### src/rtl/vlu_load_sequencer.sv
// ---------------------------------------------------------------------------
// vlu_load_sequencer
//
// Purpose:
//   Turns one vector-load instruction (base byte address, byte length vlB,
//   instruction id) into a stream of BeatBytes-sized memory read requests.
//   It limits the number of beats that have been issued to memory but not yet
//   consumed by the VLU to MaxOutstanding, so the VLU operand buffers never
//   overflow. It pulses done_o once every beat has been consumed.
//
// Ports:
//   clk_i            clock
//   rst_ni           asynchronous active-low reset
//   req_valid_i      load request valid (from vinsn_launcher)
//   req_ready_o      request accepted; high only while idle
//   req_base_i       base byte address of the load
//   req_vlb_i        total number of bytes to load
//   req_id_i         instruction id
//   mem_req_valid_o  memory read beat request valid
//   mem_req_ready_i  memory accepts the beat
//   mem_req_addr_o   byte address of the current beat (beat aligned)
//   rsp_fire_i       VLU consumed one load operand
//   busy_o           an instruction is in progress
//   done_o           one-cycle completion pulse
//   done_id_o        id of the completed instruction (0 when done_o is low)
// ---------------------------------------------------------------------------
module vlu_load_sequencer #(
  parameter int unsigned AddrWidth      = 32,
  parameter int unsigned BeatBytes      = 16,
  parameter int unsigned VlBWidth       = 16,
  parameter int unsigned IdWidth        = 3,
  parameter int unsigned MaxOutstanding = 4
) (
  input  logic                 clk_i,
  input  logic                 rst_ni,
  input  logic                 req_valid_i,
  output logic                 req_ready_o,
  input  logic [AddrWidth-1:0] req_base_i,
  input  logic [VlBWidth-1:0]  req_vlb_i,
  input  logic [IdWidth-1:0]   req_id_i,
  output logic                 mem_req_valid_o,
  input  logic                 mem_req_ready_i,
  output logic [AddrWidth-1:0] mem_req_addr_o,
  input  logic                 rsp_fire_i,
  output logic                 busy_o,
  output logic                 done_o,
  output logic [IdWidth-1:0]   done_id_o
);

  localparam int unsigned OffW = $clog2(BeatBytes);
  localparam int unsigned OutW = $clog2(MaxOutstanding + 1);
  localparam logic [OutW-1:0]      MaxOut    = OutW'(MaxOutstanding);
  localparam logic [AddrWidth-1:0] AddrStep  = AddrWidth'(BeatBytes);
  localparam logic [AddrWidth-1:0] AlignMask = ~AddrWidth'(BeatBytes - 1);

  // S_ZERO is the single-cycle completion path for a zero-length load.
  typedef enum logic [1:0] {
    S_IDLE  = 2'd0,
    S_ISSUE = 2'd1,
    S_DRAIN = 2'd2,
    S_ZERO  = 2'd3
  } state_e;

  state_e               r_state;
  state_e               w_state_next;
  logic [VlBWidth-1:0]  r_nbeats;
  logic [VlBWidth-1:0]  r_issued;
  logic [OutW-1:0]      r_out;
  logic [AddrWidth-1:0] r_addr;
  logic [IdWidth-1:0]   r_id;

  logic                 w_accept;
  logic                 w_mem_valid;
  logic                 w_beat;
  logic                 w_rsp;
  logic                 w_last_beat;
  logic                 w_drain_done;
  logic [VlBWidth-1:0]  w_nbeats_req;

  // ceil(vlB / BeatBytes): whole beats plus one if any remainder bytes.
  assign w_nbeats_req = (req_vlb_i >> OffW) + VlBWidth'(|req_vlb_i[OffW-1:0]);

  assign w_accept    = req_valid_i && (r_state == S_IDLE);

  // Valid depends only on registered state, so it cannot glitch with
  // rsp_fire_i and, once high, can only stay high: outstanding never grows
  // without an accepted beat.
  assign w_mem_valid = (r_state == S_ISSUE) && (r_out < MaxOut);
  assign w_beat      = w_mem_valid && mem_req_ready_i;

  // A consume with nothing outstanding is spurious and dropped, which keeps
  // the counter from underflowing.
  assign w_rsp       = rsp_fire_i && (r_out != '0);

  assign w_last_beat = w_beat && ((r_issued + VlBWidth'(1)) == r_nbeats);

  // Completes in the cycle the final consume arrives, not a cycle later.
  assign w_drain_done = (r_state == S_DRAIN) &&
                        ((r_out == '0) || ((r_out == OutW'(1)) && w_rsp));

  // -------------------------------------------------------------------------
  // FSM next state / outputs
  // -------------------------------------------------------------------------
  always_comb begin
    w_state_next = r_state;
    req_ready_o  = 1'b0;
    done_o       = 1'b0;
    case (r_state)
      S_IDLE: begin
        req_ready_o = 1'b1;
        if (req_valid_i) begin
          w_state_next = (w_nbeats_req == '0) ? S_ZERO : S_ISSUE;
        end
      end
      S_ISSUE: begin
        if (w_last_beat) begin
          w_state_next = S_DRAIN;
        end
      end
      S_DRAIN: begin
        if (w_drain_done) begin
          done_o       = 1'b1;
          w_state_next = S_IDLE;
        end
      end
      S_ZERO: begin
        done_o       = 1'b1;
        w_state_next = S_IDLE;
      end
      default: begin
        w_state_next = S_IDLE;
      end
    endcase
  end

  assign done_id_o       = done_o ? r_id : '0;
  assign busy_o          = (r_state != S_IDLE);
  assign mem_req_valid_o = w_mem_valid;
  assign mem_req_addr_o  = r_addr;

  // -------------------------------------------------------------------------
  // State register
  // -------------------------------------------------------------------------
  always_ff @(posedge clk_i or negedge rst_ni) begin
    if (!rst_ni) begin
      r_state <= S_IDLE;
    end else begin
      r_state <= w_state_next;
    end
  end

  // -------------------------------------------------------------------------
  // Instruction context: id, beat count, issue count, beat address
  // -------------------------------------------------------------------------
  always_ff @(posedge clk_i or negedge rst_ni) begin
    if (!rst_ni) begin
      r_id     <= '0;
      r_nbeats <= '0;
      r_issued <= '0;
      r_addr   <= '0;
    end else if (w_accept) begin
      r_id     <= req_id_i;
      r_nbeats <= w_nbeats_req;
      r_issued <= '0;
      r_addr   <= req_base_i & AlignMask;
    end else if (w_beat) begin
      r_issued <= r_issued + VlBWidth'(1);
      // Natural AddrWidth overflow gives the modulo-2^AddrWidth wrap.
      r_addr   <= r_addr + AddrStep;
    end
  end

  // -------------------------------------------------------------------------
  // Outstanding (issued but not yet consumed) beat counter
  // -------------------------------------------------------------------------
  always_ff @(posedge clk_i or negedge rst_ni) begin
    if (!rst_ni) begin
      r_out <= '0;
    end else if (w_beat && !w_rsp) begin
      r_out <= r_out + OutW'(1);
    end else if (!w_beat && w_rsp) begin
      r_out <= r_out - OutW'(1);
    end
  end

endmodule

### config.mk
export PLATFORM = sky130hd
export DESIGN_NAME = vlu_load_sequencer
export DESIGN_NICKNAME = d
export VERILOG_FILES = /design/src/rtl/vlu_load_sequencer.sv
export SDC_FILE = /design/constraint.sdc
export NUM_CORES = 1
export LEC_CHECK = 0
export ABC_AREA = 1
export CAP_MARGIN = 20
export CELL_PAD_IN_SITES_DETAIL_PLACEMENT = 0
export CELL_PAD_IN_SITES_GLOBAL_PLACEMENT = 1
export CORE_MARGIN = 4
export CORE_UTILIZATION = 37
export DETAILED_ROUTE_END_ITERATION = 12
export PLACE_DENSITY_LB_ADDON = 0.1
export SLEW_MARGIN = 20
export SYNTH_ARGS = -nofsm -noshare
export SYNTH_HDL_FRONTEND = slang
export SYNTH_SLANG_ARGS = --single-unit
### constraint.sdc
create_clock -name clk_i -period 2.45 [get_ports clk_i]
set_clock_uncertainty 0.2 [all_clocks]
set_input_delay 0.49 -clock clk_i [delete_from_list [all_inputs] [get_ports clk_i]]
set_output_delay 0.49 -clock clk_i [all_outputs]
set_load 0.03 [all_outputs]
==> qor.yml <==
run_status:
  outcome: "completed"
critical_path:
  critical_path.top_delay_family: "simple AND/OR/NAND/NOR gates"
  cp_num_cells: 8
  path_max_fanout: 5
  cp_slowest_cell: "dfrtp_1"
  cp.required_ps: 1760
  critPathKind: "reg2out"
  slowest_delay_ps: 410
  rr_worst_depth: 12
  crit_arrival_ps: 1690
  crit_buf_inv: 3
  cp-start-kind: "register"
  endpoint_kind: "output port"
  path_cells: "inv_1, ha_1, inv_2, nand4_1, nand2_1, nand2_4, nor2_1, buf_4"
global_routing:
  grt_pass1_wl_mm: 21.5
  grt_pass1_vias: 4287
  grt_start_max_net_pins: 66
  grt_antenna_before_repair: 0
  grt_overflow: 0
  grt_usage_pct: 19.0
final_layout:
  nets: 815
  postLayoutCoreUtil_pct: 52.6
  syn_to_final_growth_pct: 37.1
  stdcell_count: 897
  final_area_sq_um: 6100
  seqCellArea_sq_um: 1630
  diodes: 0
  n_fill_cell: 1150
  multiInputGateArea_sq_um: 2570
  drive_above_1_share_pct: 12.3
detailed_routing:
  vias: 4455
  wl_per_cell_um: 14.4
  drt-vias-per-instance: 4.97
  drc_errors: 0
  routed_wl_mm: 12.9
  ant_nets: 0
  dr.pass1.iters: 5
  drtIter0Drc: 301
placed_design:
  hpwl_mm: 9.70
  io_buffers: 86
  pre_cts_slack_ps: -493
  placed_cells: 878
  placed_area_sq_um: 5660
  gp_congestion: 0.866
timing:
  rsz0062_at_grt: "yes"
  post-route-min-period_ps: 2380
  drv_slew: 0
  fmax_mhz: 421
  worst_slack_ps: 72.7
  fin_hold_ws_ps: 312
  min_period_over_period_pct: 97.0
  setup_viol: 0
  hold_violations: 0
  timing.setup.tns_ps: 0
synth:
  synth_area_sq_um: 4450
  synth_area_leaders: "dfrtp_1 37%, nand2_1 16%, inv_1 6.2%"
  postSynthAreaPerCell_sq_um: 6.98
  synth-seq-cells: 65
  seq_area_frac_synth_pct: 36.5
  synth_top_area_share_pct: 36.5
  synth_top_cell_by_area: "dfrtp_1"
  synth_cell_type_count: 37
  yosys_warnings: 0
  netlist_instances: 638
power_and_ir_drop:
  vdd_drop_max_v: 0.000560
  power.leakage_nw: 2.70
  p_per_area_nw_per_um2: 1070
  power_mw: 6.54
floorplanning:
  rows: 39
  initial_core_util_pct: 38.3
  core_area_sq_um: 11600
  fp.dieW_um: 118
  die_y_um: 118
  io_pins: 95
  die-area_sq_um: 13900
cts:
  htreeDepth: 3
  cts.path.max_buffers: 2
  cts_made_buffers: 9
  clk_pin_slew_ps: 50
  cts_root_buf: "clkbuf_16"
  cts_tree: "done"
  clock_sinks: 65
  clkLatencyLatePin_ps: 330
flow_run:
  cap_violations: 0
worst_hold_path:
  hold-path-cell-count: 2
  min_path_type: "reg2reg"
## Yosys cell counts
cell / count
a21oi_1: 3
a22o_1: 2
a31oi_1: 3
buf_2: 8
buf_4: 5
clkbuf_1: 7
conb_1: 1
dfrtp_1: 65
ha_1: 9
inv_1: 74
inv_2: 1
nand2_1: 184
nand2_2: 6
nand3_1: 49
nand3_2: 3
nand3b_1: 6
nand4_1: 14
nor2_1: 69
nor2_2: 7
nor2_4: 1
nor3_1: 14
nor3_2: 1
nor3_4: 2
nor4_1: 1
o211ai_1: 13
o211ai_2: 1
o21a_1: 2
o21ai_0: 39
o21ai_1: 2
o21bai_1: 4
o221ai_1: 1
o22ai_1: 8
o311ai_0: 1
or2_2: 1
or4_1: 1
xnor2_1: 4
xor2_1: 26
## layout by cell type (no fill, tap or decap), types with 5 or more instances in the layout
cell type / count
buf_4: 31
clkbuf_16: 9
clkdlybuf4s50_1: 74
dfrtp_1: 64
dlygate4sd2_1: 5
ha_1: 7
inv_1: 72
nand2_1: 182
nand2_2: 6
nand3_1: 48
nand3b_1: 6
nand4_1: 14
nor2_1: 64
nor2_2: 9
nor3_1: 13
o211ai_1: 13
o21ai_0: 39
o22ai_1: 8
xor2_1: 22
## layer usage
layer / up-vias / part of all wire [%] / GRT usage, %
met4: 0 / 1.5 / 6.74
met5: - / 0 / 0
met2: 105 / 45 / 29.7
met3: 11 / 4.7 / 3.32
li1: 2284 / - / -
met1: 2055 / 49 / 26.6
## worst min-delay path, delay by kind of cell, from the launching register on
| kind | cells | cell delay [ps] |
|---|---|---|
| DFF | 1 | 350 |
| and+or+nand+nor | 1 | 50 |
| AOI/OAI and AO/OA | 1 | 70 |
## power breakdown
group          internal [mW]  switching (mW)  total, mW
registers               1.49           0.502       1.99
logic                   1.31            1.88       3.19
clock network          0.891           0.467       1.36
total                   3.69            2.85       6.54
## area by class of cell
type / count / share of cell area, %
clock inverters: 2 / 0.574
well taps: 143 / 2.93
flip-flops and latches: 65 / 26.7
inverters: 75 / 4.61
repair buffers: 118 / 18.5
multi-input cells: 481 / 42.1
clock buffers: 13 / 4.59
## registers in the layout (all words and copies together) (netlist names)
signal and cells:
r_out 3, r_state 2, r_nbeats 13, r_id 3, mem_req_addr_o 28, r_issued 16
## timing repair
| item | CTS | global route |
|---|---|---|
| gates resized for setup | 10 | 20 |
| hold endpoints to repair | 33 | 0 |
| buffers inserted | 0 | 3 |
| gates cloned | 0 | 0 |
| pin swaps | 10 | 6 |
| hold buffers | 1 | 0 |
| endpoints found under the setup margin | 7 | 7 |
## kinds of logic after synthesis
logic type	count (synthesis)	synth area share, %
AND/OR/NAND/NOR	359	35.5
XOR/XNOR	30	5.90
buffers and inverters	95	8.65
other	1	0.0842
flip-flops	65	36.5
AO/OA/AOI/OAI	79	10.8
adder cells (fa/ha/maj)	9	2.53
## path summary, 6_finish.rpt
check | end | start | slack (ps)
min reg2reg | r_nbeats[3]$_DFFE_PN0P_ | r_nbeats[3]$_DFFE_PN0P_ | 310
max reg2reg | r_state[0]$_DFFE_PN0P_ | r_issued[0]$_DFFE_PN0P_ | 260
min in group asynchronous | mem_req_addr_o[14]$_DFFE_PN0P_ | rst_ni | 490
max | done_id_o[0] | r_out[0]$_DFFE_PN0P_ | 70
max in group asynchronous | mem_req_addr_o[20]$_DFFE_PN0P_ | rst_ni | 1210
min | r_nbeats[3]$_DFFE_PN0P_ | r_nbeats[3]$_DFFE_PN0P_ | 310
Note: power is estimated with default switching activity, not from simulation.
